## src/rtl/uart_ram_loader_if.sv

```systemverilog
// Bundles the loader's serial input and its RAM write / CPU control outputs.
//   rx         serial input into the loader, idle high
//   mem_load   RAM write enable, one-cycle pulse per word
//   mem_addr   RAM write address
//   mem_data   RAM write data (16 bits)
//   cpu_reset  held high while loading
//   done       image fully written, sticky until reset
//   frame_err  sticky framing-error flag
// master = loader side, slave = RAM/CPU/line side.
interface uart_ram_loader_if #(
  parameter int unsigned ADDR_WIDTH = 15
) ();
  logic                  rx;
  logic                  mem_load;
  logic [ADDR_WIDTH-1:0] mem_addr;
  logic [15:0]           mem_data;
  logic                  cpu_reset;
  logic                  done;
  logic                  frame_err;

  modport master (
    input  rx,
    output mem_load, mem_addr, mem_data, cpu_reset, done, frame_err
  );

  modport slave (
    output rx,
    input  mem_load, mem_addr, mem_data, cpu_reset, done, frame_err
  );
endinterface

```

## src/rtl/uart_ram_loader.sv

```systemverilog
// Boot loader: receives a length-prefixed 16-bit word image over 8N1 UART and
// writes it to RAM from address 0, holding the CPU in reset until done.
//   clk    system clock, rising edge
//   reset  synchronous active-high reset
//   bus    uart_ram_loader_if.master (rx in; mem_load/addr/data, cpu_reset,
//          done, frame_err out, all registered)
module uart_ram_loader #(
  parameter int unsigned CLKS_PER_BIT = 217,
  parameter int unsigned ADDR_WIDTH   = 15
) (
  input  logic clk,
  input  logic reset,
  uart_ram_loader_if.master bus
);

  localparam int unsigned TMR_W = $clog2(CLKS_PER_BIT);
  localparam logic [TMR_W-1:0] HALF_LAST = TMR_W'(CLKS_PER_BIT / 2 - 1);
  localparam logic [TMR_W-1:0] FULL_LAST = TMR_W'(CLKS_PER_BIT - 1);

  typedef enum logic [2:0] {
    RX_IDLE, RX_START, RX_DATA, RX_STOP, RX_WAIT_HI
  } rx_state_e;

  typedef enum logic [2:0] {
    L_CNT_HI, L_CNT_LO, L_DAT_HI, L_DAT_LO, L_DONE
  } ld_state_e;

  // Synchroniser
  logic rx_meta_q, rx_sync_q;

  // Byte receiver
  rx_state_e        rx_state_q, rx_state_d;
  logic [TMR_W-1:0] tmr_q, tmr_d;
  logic [2:0]       bit_idx_q, bit_idx_d;
  logic [7:0]       shreg_q, shreg_d;
  logic             byte_valid_q, byte_valid_d;
  logic [7:0]       byte_q, byte_d;
  logic             frame_err_q, frame_err_d;

  // Frame assembler / RAM writer
  ld_state_e             ld_state_q, ld_state_d;
  logic [7:0]            hi_q, hi_d;
  logic [15:0]           count_q, count_d;
  logic [15:0]           words_q, words_d;
  logic [ADDR_WIDTH-1:0] index_q, index_d;
  logic                  mem_load_q, mem_load_d;
  logic [ADDR_WIDTH-1:0] mem_addr_q, mem_addr_d;
  logic [15:0]           mem_data_q, mem_data_d;
  logic                  done_q, done_d;
  logic                  cpu_reset_q, cpu_reset_d;

  // State registers
  always_ff @(posedge clk) begin
    if (reset) begin
      rx_meta_q    <= 1'b1;
      rx_sync_q    <= 1'b1;
      rx_state_q   <= RX_IDLE;
      tmr_q        <= '0;
      bit_idx_q    <= '0;
      shreg_q      <= '0;
      byte_valid_q <= 1'b0;
      byte_q       <= '0;
      frame_err_q  <= 1'b0;
      ld_state_q   <= L_CNT_HI;
      hi_q         <= '0;
      count_q      <= '0;
      words_q      <= '0;
      index_q      <= '0;
      mem_load_q   <= 1'b0;
      mem_addr_q   <= '0;
      mem_data_q   <= '0;
      done_q       <= 1'b0;
      cpu_reset_q  <= 1'b1;
    end else begin
      rx_meta_q    <= bus.rx;
      rx_sync_q    <= rx_meta_q;
      rx_state_q   <= rx_state_d;
      tmr_q        <= tmr_d;
      bit_idx_q    <= bit_idx_d;
      shreg_q      <= shreg_d;
      byte_valid_q <= byte_valid_d;
      byte_q       <= byte_d;
      frame_err_q  <= frame_err_d;
      ld_state_q   <= ld_state_d;
      hi_q         <= hi_d;
      count_q      <= count_d;
      words_q      <= words_d;
      index_q      <= index_d;
      mem_load_q   <= mem_load_d;
      mem_addr_q   <= mem_addr_d;
      mem_data_q   <= mem_data_d;
      done_q       <= done_d;
      cpu_reset_q  <= cpu_reset_d;
    end
  end

  // Byte receiver: mid-bit sampling, LSB first, glitch and framing checks
  always_comb begin
    rx_state_d   = rx_state_q;
    tmr_d        = tmr_q + TMR_W'(1);
    bit_idx_d    = bit_idx_q;
    shreg_d      = shreg_q;
    byte_valid_d = 1'b0;
    byte_d       = byte_q;
    frame_err_d  = frame_err_q;
    unique case (rx_state_q)
      RX_IDLE: begin
        tmr_d = '0;
        if (!rx_sync_q) rx_state_d = RX_START;
      end
      RX_START: begin
        if (tmr_q == HALF_LAST) begin
          tmr_d      = '0;
          bit_idx_d  = '0;
          rx_state_d = rx_sync_q ? RX_IDLE : RX_DATA;
        end
      end
      RX_DATA: begin
        if (tmr_q == FULL_LAST) begin
          tmr_d     = '0;
          shreg_d   = {rx_sync_q, shreg_q[7:1]};
          bit_idx_d = bit_idx_q + 3'd1;
          if (bit_idx_q == 3'd7) rx_state_d = RX_STOP;
        end
      end
      RX_STOP: begin
        if (tmr_q == FULL_LAST) begin
          tmr_d = '0;
          if (rx_sync_q) begin
            byte_valid_d = 1'b1;
            byte_d       = shreg_q;
            rx_state_d   = RX_IDLE;
          end else begin
            frame_err_d = 1'b1;
            rx_state_d  = RX_WAIT_HI;
          end
        end
      end
      RX_WAIT_HI: begin
        // Bad stop bit: re-arm only once the line has returned high
        tmr_d = '0;
        if (rx_sync_q) rx_state_d = RX_IDLE;
      end
      default: rx_state_d = RX_IDLE;
    endcase
  end

  // Frame FSM: big-endian count, then big-endian data words written to RAM
  always_comb begin
    ld_state_d  = ld_state_q;
    hi_d        = hi_q;
    count_d     = count_q;
    words_d     = words_q;
    index_d     = index_q;
    mem_load_d  = 1'b0;
    mem_addr_d  = mem_addr_q;
    mem_data_d  = mem_data_q;
    done_d      = (ld_state_q == L_DONE);
    cpu_reset_d = (ld_state_q != L_DONE);
    if (byte_valid_q) begin
      unique case (ld_state_q)
        L_CNT_HI: begin
          count_d    = {byte_q, count_q[7:0]};
          ld_state_d = L_CNT_LO;
        end
        L_CNT_LO: begin
          count_d    = {count_q[15:8], byte_q};
          words_d    = '0;
          index_d    = '0;
          ld_state_d = ({count_q[15:8], byte_q} == 16'd0) ? L_DONE : L_DAT_HI;
        end
        L_DAT_HI: begin
          hi_d       = byte_q;
          ld_state_d = L_DAT_LO;
        end
        L_DAT_LO: begin
          mem_load_d = 1'b1;
          mem_addr_d = index_q;
          mem_data_d = {hi_q, byte_q};
          // Address wraps naturally at ADDR_WIDTH; the word count does not
          index_d    = index_q + ADDR_WIDTH'(1);
          words_d    = words_q + 16'd1;
          ld_state_d = (words_q == count_q - 16'd1) ? L_DONE : L_DAT_HI;
        end
        L_DONE: ld_state_d = L_DONE;
        default: ld_state_d = L_CNT_HI;
      endcase
    end
  end

  assign bus.mem_load  = mem_load_q;
  assign bus.mem_addr  = mem_addr_q;
  assign bus.mem_data  = mem_data_q;
  assign bus.cpu_reset = cpu_reset_q;
  assign bus.done      = done_q;
  assign bus.frame_err = frame_err_q;

endmodule

```

## src/flat_wrapper.sv

```systemverilog
// flat-port wrapper written by rule: the top's interface ports become plain ports
module uart_ram_loader_flat 
#(
  parameter int unsigned CLKS_PER_BIT = 217,
  parameter int unsigned ADDR_WIDTH   = 15
)
  (clk, reset, bus_rx, bus_mem_load, bus_mem_addr, bus_mem_data, bus_cpu_reset, bus_done, bus_frame_err);
  uart_ram_loader_if #(.ADDR_WIDTH(ADDR_WIDTH)) bus_i ();
  input  logic clk;
  input  logic reset;
  input wire logic [$bits(bus_i.rx)-1:0] bus_rx;
  output wire logic [$bits(bus_i.mem_load)-1:0] bus_mem_load;
  output wire logic [$bits(bus_i.mem_addr)-1:0] bus_mem_addr;
  output wire logic [$bits(bus_i.mem_data)-1:0] bus_mem_data;
  output wire logic [$bits(bus_i.cpu_reset)-1:0] bus_cpu_reset;
  output wire logic [$bits(bus_i.done)-1:0] bus_done;
  output wire logic [$bits(bus_i.frame_err)-1:0] bus_frame_err;
  assign bus_i.rx = bus_rx;
  assign bus_mem_load = bus_i.mem_load;
  assign bus_mem_addr = bus_i.mem_addr;
  assign bus_mem_data = bus_i.mem_data;
  assign bus_cpu_reset = bus_i.cpu_reset;
  assign bus_done = bus_i.done;
  assign bus_frame_err = bus_i.frame_err;
  uart_ram_loader #(.CLKS_PER_BIT(CLKS_PER_BIT), .ADDR_WIDTH(ADDR_WIDTH)) u_core (.clk(clk), .reset(reset), .bus(bus_i));
endmodule
```

## config.mk

```make
export PLATFORM = sky130hd
export DESIGN_NAME = uart_ram_loader_flat
export DESIGN_NICKNAME = d
export VERILOG_FILES = /design/src/rtl/uart_ram_loader_if.sv /design/src/rtl/uart_ram_loader.sv /design/src/flat_wrapper.sv
export SDC_FILE = /design/constraint.sdc
export NUM_CORES = 1
export LEC_CHECK = 0
export ABC_CLOCK_PERIOD_IN_PS = 2200
export CELL_PAD_IN_SITES_DETAIL_PLACEMENT = 1
export CELL_PAD_IN_SITES_GLOBAL_PLACEMENT = 1
export CORE_ASPECT_RATIO = 1.75
export CORE_MARGIN = 5
export CORE_UTILIZATION = 35
export DETAILED_ROUTE_END_ITERATION = 8
export PLACE_DENSITY_LB_ADDON = 0.1
export SYNTH_ARGS = -nofsm -noshare
export SYNTH_HDL_FRONTEND = slang
export SYNTH_SLANG_ARGS = --single-unit
```

## constraint.sdc

```tcl
create_clock -name clk -period 2.2 [get_ports clk]
set_clock_uncertainty 0.1 [all_clocks]
set_input_delay 0.22 -clock clk [delete_from_list [all_inputs] [get_ports clk]]
set_output_delay 0.22 -clock clk [all_outputs]
set_load 0.01 [all_outputs]
```

### Yosys cells after proc, flatten, opt, wreduce, memory -nomap -nowiden

Cells that the tools add are included.

* add/sub/neg operators: 5
* equal/unequal tests: 19
* mux-type cells: 23
* bitwise logic cells: 6
* reduce and logical (&&, ||, !) cells: 19

Operators by type and width (count)
* 16-bit case mux with 2 select lines: 2
* 3-bit two-way mux: 11
* 15-bit case mux with 2 select lines: 1
* 3-bit case mux with 5 select lines: 2
* 8-bit case mux with 3 select lines: 1
* 16-bit by 1-bit adder with 16-bit output (second input constant): 1
* 16-bit == test: 1
* 16-bit zero test: 1
* 8-bit two-way mux: 2
* 16-bit by 1-bit subtractor with 16-bit output (second input constant): 1
* 15-bit by 1-bit adder with 15-bit output (second input constant): 1
* 3-bit AND reduction: 5
* 3-bit by 2-bit == test with 1-bit output (second input constant): 4
* 2-bit by 1-bit inequality test with 1-bit output (second input constant): 5
* 3-bit == test (second input constant): 3
* 8-bit by 1-bit adder with 8-bit output (second input constant): 1
* 8-bit by 7-bit == test with 1-bit output (second input constant): 1
* 8-bit == test (second input constant): 1
* 2-bit AND reduction: 4
* 3-bit by 1-bit == test with 1-bit output (second input constant): 2
* 3-bit zero test: 2
* 1-bit inverter: 6
* 3-bit case mux with 2 select lines: 1
* 6-bit AND reduction: 1
* 8 further kinds: 12

* bits in registers: 126
* input bits: 3

### Longest topological paths before layout

Gate-level depths: netlist of the first run.

* word-level depth: 4
* gate-level depth with buffers: 8
* gate-level depth less buffers: 8

### Worst setup path after synthesis of the first run

Ideal clock, no wire load.

* path type: register -> register
* start point: reg u_core.count_q[2]
* end point: reg u_core.ld_state_q[2]
* library setup time: 0.070 ns
* arrival time: 1.889 ns
* required time: 2.030 ns
* slack: 0.140 ns
* cell stages (with the launch flop): 8
* path buffers: 1
* period minus slack after synthesis: 2.060 ns
* path through: dfxtp_1 buf_6 nor4_4 nand4_1 or3_1 mux2i_1 a2111oi_0 o2bb2ai_1

* longest elaborated chain between the ends: 4

Ends and longest elaborated chain
* start, declared: line uart_ram_loader.sv:43 `logic [15:0] count_q, count_d;`
* start signal, assigned: line uart_ram_loader.sv:86 `count_q <= count_d;`
* 16-bit by 1-bit subtractor with 16-bit output: line uart_ram_loader.sv:183 `ld_state_d = (words_q == count_q - 16'd1) ? L_DONE : L_DAT_HI;`
* 16-bit == test: line uart_ram_loader.sv:183
* 3-bit two-way mux: line uart_ram_loader.sv:183
* 3-bit case mux with 5 select lines: line uart_ram_loader.sv:161 `unique case (ld_state_q)`
* end signal, assigned: line uart_ram_loader.sv:84 `ld_state_q <= ld_state_d;`
* end, declared: line uart_ram_loader.sv:41 `ld_state_e ld_state_q, ld_state_d;`

Every way passes these cells.
A chain may end at the register's enable or synchronous reset.

### Worst setup path after layout of the first run

* start point: reg u_core.count_q[0]
* end point: reg u_core.ld_state_q[1]

The elaborated chain is that of the path after synthesis.

==> results of run 1 <==
[power by group through the flow]
stage | Clock (mW) | Sequential (mW) | Combinational, mW
floorplan | 0 | 2.35 | 0.111
global placement | 0 | 2.37 | 0.134
finish | 2.79 | 2.32 | 0.137
CTS | 2.88 | 2.32 | 0.140
detailed placement | 0 | 2.37 | 0.138
global route | 2.99 | 2.32 | 0.155
[cell usage in the layout (no fill, tap or decap), drive strengths merged, types with 3 or more instances in the layout]
cell type | netlist | layout
nor4b | 3 | 3
buf | 7 | 36
xor2 | 21 | 21
nor2 | 77 | 77
o21ai | 10 | 10
nand3 | 24 | 24
ha | 7 | 7
nand2 | 126 | 126
nor3 | 10 | 10
a21oi | 79 | 79
inv | 16 | 26
a211oi | 4 | 4
dfxtp | 126 | 126
and3 | 5 | 5
clkbuf | 25 | 18
nand4 | 9 | 9
nand3b | 6 | 6
or3 | 14 | 14
nor4 | 6 | 6
clkdlybuf4s50 | 0 | 36
nand2b | 6 | 6
xnor2 | 26 | 26
mux2i | 22 | 22
[kinds of logic (layout without fill, tap and decap cells)]
kind of cell	after synthesis	in the layout	synth area share (%)
AOI/OAI and AO/OA	106	106	10.8
adders and majority gates	7	7	1.61
and+or+nand+nor	298	298	25.6
xor gates and xnor gates	47	47	7.58
DFF	126	126	46.5
buffers and inverters	48	120	3.92
muxes	22	22	4.06
[worst max-delay path, stage by stage (launching register included)]
cell	delay, ns
sky130_fd_sc_hd__dfxtp_1	0.35
sky130_fd_sc_hd__buf_4	0.15
sky130_fd_sc_hd__inv_1	0.04
sky130_fd_sc_hd__ha_1	0.29
sky130_fd_sc_hd__xnor2_1	0.14
sky130_fd_sc_hd__nor3_2	0.24
sky130_fd_sc_hd__nand3_1	0.17
sky130_fd_sc_hd__nor4_4	0.35
sky130_fd_sc_hd__a211oi_2	0.11
[how the worst max path moves through the flow]
stage / from / endpoint / slack (ns) / cells after the start
2_1_floorplan: u_core.count_q[2]$_SDFFE_PP0P_ / u_core.ld_state_q[2]$_SDFFE_PP0P_ / 0.14 / 7
3_3_place_gp: u_core.count_q[2]$_SDFFE_PP0P_ / u_core.ld_state_q[1]$_SDFFE_PP0P_ / 0.02 / 7
3_5_place_dp: u_core.count_q[2]$_SDFFE_PP0P_ / u_core.ld_state_q[1]$_SDFFE_PP0P_ / -0.01 / 7
4_1_cts: u_core.count_q[0]$_SDFFE_PP0P_ / u_core.ld_state_q[1]$_SDFFE_PP0P_ / 0.03 / 8
5_1_grt: u_core.tmr_q[0]$_SDFF_PP0_ / u_core.rx_state_q[1]$_SDFFE_PP0P_ / 0.01 / 8
6_report: u_core.count_q[0]$_SDFFE_PP0P_ / u_core.ld_state_q[1]$_SDFFE_PP0P_ / 0.12 / 8
[per-layer routing]
layer | GRT usage [%] | vias to the layer above
met2 | 33.6 | 55
met3 | 3.77 | 28
li1 | - | 2320
met5 | 0 | -
met4 | 8.10 | 0
met1 | 15.9 | 2256
[flip-flops by register name, indices dropped and copies added (netlist names)]
register / flops
u_core.bus.mem_addr: 15
u_core.ld_state_q: 3
u_core.shreg_q: 8
u_core.bus.mem_data: 16
u_core.bus.mem_load: 1
u_core.hi_q: 8
u_core.count_q: 16
u_core.bus.cpu_reset: 1
u_core.bus.frame_err: 1
u_core.byte_q: 8
u_core.bit_idx_q: 3
u_core.index_q: 15
u_core.rx_state_q: 3
u_core.byte_valid_q: 1
u_core.words_q: 16
u_core.tmr_q: 8
u_core.rx_sync_q: 1
u_core.bus.done: 1
u_core.rx_meta_q: 1
[through the flow]
stage	instances	utilization, %
finish	912	44.4
global route	912	44.4
CTS	912	44.2
detailed placement	880	40.3
global placement	880	40.3
floorplan	654	-
[final cells by class]
cell class	count	area share [%]
clock buffer	18	6.46
clock inverter	14	2.12
inverter	16	0.883
multi-input combinational	480	40.2
sequential	126	37.1
tap	186	3.42
timing repair buffer	72	9.79
[what timing repair did]
action                     4_1_cts  5_1_grt
gates cloned                     0        0
setup endpoints to repair        2        7
pin swaps                        0        0
hold endpoints to repair         0        0
gates resized for setup          2        4
==> metrics.md, run 1 <==
| Metric | Value |
|---|---|
| Horiz. Die Dim | 104 um |
| Site row count | 60 |
| TNS Setup | 0 ns |
| Post-detailed-route DRC marker count | 0 |
| Synth area leaders | sky130_fd_sc_hd__dfxtp_1 (46%), sky130_fd_sc_hd__nand2_1 (8.7%), sky130_fd_sc_hd__a21oi_1 (7.3%) |
| Floorplan die area | 0.0182 mm^2 |
| Count of unique library cells instantiated by Yosys | 50 |
| Number of synthesis warnings | 0 |
| P&R area growth vs syn | 25.2% |
| Iter 0 DRT Violations | 141 |
| Antenna violation net count after detailed routing | 0 |
| Average cell area after synthesis | 8.30 um^2 |
| Ports | 38 |
| DR WL met3 | 301 um |
| Number of inserted diodes | 0 |
| Maximum number of pins on one net before global-route repair | 38 |
| Area occupied by registers | 0.00252 mm^2 |
| Final design area excluding fillers | 0.00680 mm^2 |
| Detailed-route wire length | 15000 um |
| Worst Hold Launch | reset |
| Wire length per cell after detailed routing | 16.4 um |
| Met2 routed wirelength | 8720 um |
| Post-synthesis async set-or-reset flop share | 0% |
| Worst slew pin tran | 0.509 ns |
| Part of the power in combinational logic | 2.6% |
| Commonest register cell after synthesis | sky130_fd_sc_hd__dfxtp_1 |
| Total of hold buffers inserted after clock tree synthesis | 0 |
| CP Capture Type | flip-flop |
| Depth of the CTS H-tree | 4 |
| Launch instance of the worst register-to-register path | u_core.count_q[0]$_SDFFE_PP0P_ |
| Critical register-to-register path endpoint | u_core.ld_state_q[1]$_SDFFE_PP0P_ |
| Max IR drop VDD | 482 uV |
| IO Port Bufs | 37 |
| Number of cells on the worst reg-to-reg path | 8 |
| Tcrit/Tclk final | 94.6% |
| Net total in the final layout | 723 |
| Run status | finished, final reports clean |
| Clock sink total | 126 |
| Switching power as a share of total power | 24.2% |
| Max-slew violation count | 0 |
| Final critical-path required period | 2.08 ns |
| Max-capacitance violation count | 0 |
| Internal power of the cells | 3.97 mW |
| Maximum number of buffers from clock root to sink | 2 |
| Number of instances on the worst hold path | 2 |
| FMAX | 0.480 GHz |
| Global-route wire length before repair | 25100 um |
| CTS tree | yes |
| Overall global routing resource usage | 16.9% |
| FF+latch count, synth | 126 |
| CP Launch Type | flip-flop |
| RSZ-0062 raised after global routing | no |
| Die height | 175 um |
| Clock latency on the worst-skew pair | 0.41 ns |
| Leftover overflow at the end of global routing | 0 |
| CTS buffer count | 17 |
| Total number of vias | 4659 |
| CP arrival | 2.27 ns |
| Worst setup slack after layout | 0.118 ns |
| Power per unit of standard cell area | 772 mW/mm^2 |
| Sequential cell area fraction in the yosys report | 46.5% |
| Buffer count from post-CTS setup fixing | 0 |
| Relative contribution of sequential cells to total power | 44.2% |
| Detailed-route wire length on metal 1 | 5500 um |
| EDFF count, synth | 0 |
| Synthesized netlist net count | 664 |
| Headroom to the max-slew limit | 65.9% |
| Clk slew on worst S/H paths | 0.06 ns |
| Number of antenna violations at the first check in global routing | 0 |
| Reported net switching power | 1.27 mW |
| Placement-stage worst setup slack | -0.0114 ns |
| Req. time, crit path | 2.39 ns |
| Endpoint with the worst hold slack | u_core.shreg_q[3]$_SDFFE_PP0P_ |
| Synth cell count leaders | sky130_fd_sc_hd__dfxtp_1 (126), sky130_fd_sc_hd__nand2_1 (126), sky130_fd_sc_hd__a21oi_1 (79) |
| Detailed-router iteration count before antenna repair | 4 |
| Startpoint-to-endpoint class of the critical path | reg2reg |
| Finish-stage setup viols | 0 |
| Initial Util | 35.4% |
| Clock Root Buffer | sky130_fd_sc_hd__clkbuf_16 |
| Top cell type's share of synthesized area | 46.5% |
| Area of the multi-input gates | 0.00273 mm^2 |
| Detailed-route vias per instance | 5.11 |
| Total placed instance area | 0.00617 mm^2 |
| Number of global-route vias before repair | 5112 |
| Core Box Area | 0.0153 mm^2 |
| Gpl congestion | 0.762 |
| Power Total | 5.25 mW |
| Cell taking the most area after synthesis | sky130_fd_sc_hd__dfxtp_1 |
| Final-report hold violation count | 0 |
| Reg2Reg Setup Slack | 0.12 ns |
| Top Metal Used | met4 |
| Share of cells above drive strength 1 | 11.4% |
| Filler Cell Count | 1869 |
| Clock power share | 53.2% |
| Half-perimeter wire length after placement | 11100 um |
| Leakage | 2.36 nW |
| Syn Std Cell Area | 0.00543 mm^2 |
| Maximum net fanout on the critical path | 5 |
| Cell count after synthesis | 654 |
| Worst hold-check slack | 0.131 ns |
| Worst min-delay path category | in2reg |
Note: power is estimated with default switching activity, not from simulation.
==> run 2, diff against run 1 <==
--- a/config.mk
+++ b/config.mk
@@ -8,7 +8,6 @@
 export ABC_CLOCK_PERIOD_IN_PS = 2200
 export CELL_PAD_IN_SITES_DETAIL_PLACEMENT = 1
 export CELL_PAD_IN_SITES_GLOBAL_PLACEMENT = 1
-export CORE_ASPECT_RATIO = 1.75
 export CORE_MARGIN = 5
 export CORE_UTILIZATION = 35
 export DETAILED_ROUTE_END_ITERATION = 8
==> run 2 against run 1 <==
Net effect:
- critical path depth rose by 1
- combinational power barely moved
- cell area fell by 0.22%
- sequential cell count did not move
- utilization rose by 0.23 points
- cell count fell by 0.22%
- wire length fell by 6.3%
- global-route usage fell by 0.62 points
- count of clock-buffer cells in the layout rose by 1
- worst setup slack improved by 0.049 ns
- via count fell by 0.73%
- die area fell by 0.54%
- largest cell class unchanged
==> metrics.md, run 2 (synthesized netlist as in run 1, its figures left out) <==
| Metric | Value |
|---|---|
| Antenna violation net count after detailed routing | 0 |
| CP peak stage delay | 0.34 ns |
| RSZ-0062 raised after global routing | no |
| Final-report hold violation count | 0 |
| Core Box Area | 0.0152 mm^2 |
| Site row count | 45 |
| Number of gates given a new drive strength after cts | 0 |
| Top library cells by usage in the layout, fill and taps aside | sky130_fd_sc_hd__nand2_1 (126), sky130_fd_sc_hd__dfxtp_1 (126), sky130_fd_sc_hd__a21oi_1 (78), sky130_fd_sc_hd__nor2_1 (76), sky130_fd_sc_hd__clkdlybuf4s50_1 (36) |
| Number of antenna violations at the first check in global routing | 0 |
| Worst Hold Launch | reset |
| Horiz. Die Dim | 135 um |
| Reported net switching power | 1.15 mW |
| Worst slew pin tran | 0.552 ns |
| Max-capacitance violation count | 0 |
| Area of the multi-input gates | 0.00274 mm^2 |
| Critical path, cell by cell | buf_4, inv_1, ha_2, xor2_1, nor2_1, a21oi_1, a211o_1, nor4_4, a211oi_2 |
| TNS Setup | 0 ns |
| Final design area excluding fillers | 0.00678 mm^2 |
| Clock Root Buffer | sky130_fd_sc_hd__clkbuf_16 |
| Wire length per cell after detailed routing | 15.4 um |
| Inst Count DP | 878 |
| Clk slew on worst S/H paths | 0.06 ns |
| Total of hold buffers inserted after clock tree synthesis | 0 |
| Max IR drop VDD | 561 uV |
| Overall global routing resource usage | 16.3% |
| Gpl congestion | 0.774 |
| Tcrit/Tclk final | 92.4% |
| Final critical-path required period | 2.03 ns |
| Launch instance of the worst register-to-register path | u_core.count_q[0]$_SDFFE_PP0P_ |
| Maximum number of buffers from clock root to sink | 2 |
| CP Launch Type | flip-flop |
| Iter 0 DRT Violations | 144 |
| Detailed-route vias per instance | 5.08 |
| FMAX | 0.492 GHz |
| Maximum net fanout on the critical path | 6 |
| Depth of the CTS H-tree | 4 |
| Startpoint-to-endpoint class of the critical path | reg2reg |
| Leftover overflow at the end of global routing | 0 |
| CTS tree | yes |
| Worst min-delay path category | in2reg |
| Initial Util | 35.7% |
| Run status | finished, final reports clean |
| Total number of vias | 4625 |
| Detailed-route wire length | 14000 um |
| P&R area growth vs syn | 24.9% |
| Area occupied by registers | 0.00252 mm^2 |
| Master of the slowest instance on the critical path | sky130_fd_sc_hd__dfxtp_1 |
| Number of inserted diodes | 0 |
| Buffer count from post-CTS setup fixing | 0 |
| Share of cells above drive strength 1 | 11.4% |
| Req. time, crit path | 2.39 ns |
| Internal power of the cells | 4.16 mW |
| Ports | 38 |
| Clock power share | 53.9% |
| Clock sink total | 126 |
| CP arrival | 2.22 ns |
| Maximum number of pins on one net before global-route repair | 49 |
| Part of the power in combinational logic | 2.5% |
| Clock latency on the worst-skew pair | 0.42 ns |
| Global-route wire length before repair | 23900 um |
| Worst Setup SP | u_core.count_q[0]$_SDFFE_PP0P_ |
| Filler Cell Count | 1784 |
| Relative contribution of sequential cells to total power | 43.6% |
| IO Port Bufs | 37 |
| CP Capture Type | flip-flop |
| Die height | 135 um |
| Headroom to the max-slew limit | 63.1% |
| Floorplan die area | 0.0181 mm^2 |
| Max-slew violation count | 0 |
| Total placed instance area | 0.00613 mm^2 |
| Power per unit of standard cell area | 784 mW/mm^2 |
| Finish-stage setup viols | 0 |
| Number of cells in the finished layout apart from fillers | 910 |
| Post-detailed-route DRC marker count | 0 |
| Detailed-router iteration count before antenna repair | 4 |
| Half-perimeter wire length after placement | 9980 um |
| Leakage | 2.34 nW |
| CTS buffer count | 17 |
| Switching power as a share of total power | 21.7% |
| Net total in the final layout | 719 |
| Number of global-route vias before repair | 4863 |
run 2: changes by cell type in the layout (fill, tap and decap cells not counted), moves of 2 or more:
cell / before / now
sky130_fd_sc_hd__ha_1: 7 / 5
sky130_fd_sc_hd__nor4b_1: 0 / 2
sky130_fd_sc_hd__bufinv_16: 1 / 3
sky130_fd_sc_hd__inv_6: 9 / 2
sky130_fd_sc_hd__buf_4: 32 / 29
sky130_fd_sc_hd__ha_2: 0 / 2
sky130_fd_sc_hd__clkinv_2: 0 / 3
sky130_fd_sc_hd__clkinv_4: 1 / 3
run 2: layout make-up:
| cell class | count | area share [%] |
|---|---|---|
| clock buffer | 19 | 6.53 |
| clock inverter | 13 | 2.42 |
| inverter | 16 | 0.885 |
| multi-input combinational | 480 | 40.3 |
| sequential | 126 | 37.2 |
| tap | 188 | 3.47 |
| timing repair buffer | 68 | 9.19 |
run 2: power by group through the flow:
stage	Clock (mW)	Sequential, mW	Combinational, mW
floorplan	0	2.35	0.111
global placement	0	2.37	0.132
detailed placement	0	2.37	0.136
CTS	2.93	2.32	0.138
global route	3.04	2.32	0.148
finish	2.86	2.32	0.134
run 2: routing by layer:
metal	part of all wire (%)	vias up	GRT usage, %
met3	1.9	20	3.65
li1	-	2315	-
met4	1.7	0	5.66
met5	0	-	0
met2	51	34	29.0
met1	46	2256	19.3
run 2: final timing paths:
path	slack (ns)	end	cells after the start
worst min-delay path	0.13	u_core.rx_state_q[2]$_SDFFE_PP0P_	2
worst max register to register	0.17	u_core.ld_state_q[1]$_SDFFE_PP0P_	9
worst max-delay path	0.17	u_core.ld_state_q[1]$_SDFFE_PP0P_	9
worst min register to register	0.31	u_core.rx_sync_q$_SDFF_PP1_	1
run 2: metrics by stage:
stage | utilization (%) | power, mW | hold WS [ns] | setup slack [ns]
6_report | 44.6 | 5.32 | 0.133 | 0.167
2_1_floorplan | - | 2.46 | 0.224 | 0.140
3_3_place_gp | 40.4 | 2.50 | 0.295 | 0.116
4_1_cts | 44.3 | 5.39 | 0.115 | 0.0212
5_1_grt | 44.6 | 5.51 | 0.140 | 0.0138
3_5_place_dp | 40.4 | 2.50 | 0.304 | 0.0325
run 2: critical path, delay by kind of cell (launching register included):
kind	cells	cell delay (ns)
AOI/OAI and AO/OA	3	0.51
and+or+nand+nor	2	0.36
DFF	1	0.34
adders and majority gates	1	0.23
buffers and inverters	2	0.20
xor gates and xnor gates	1	0.16
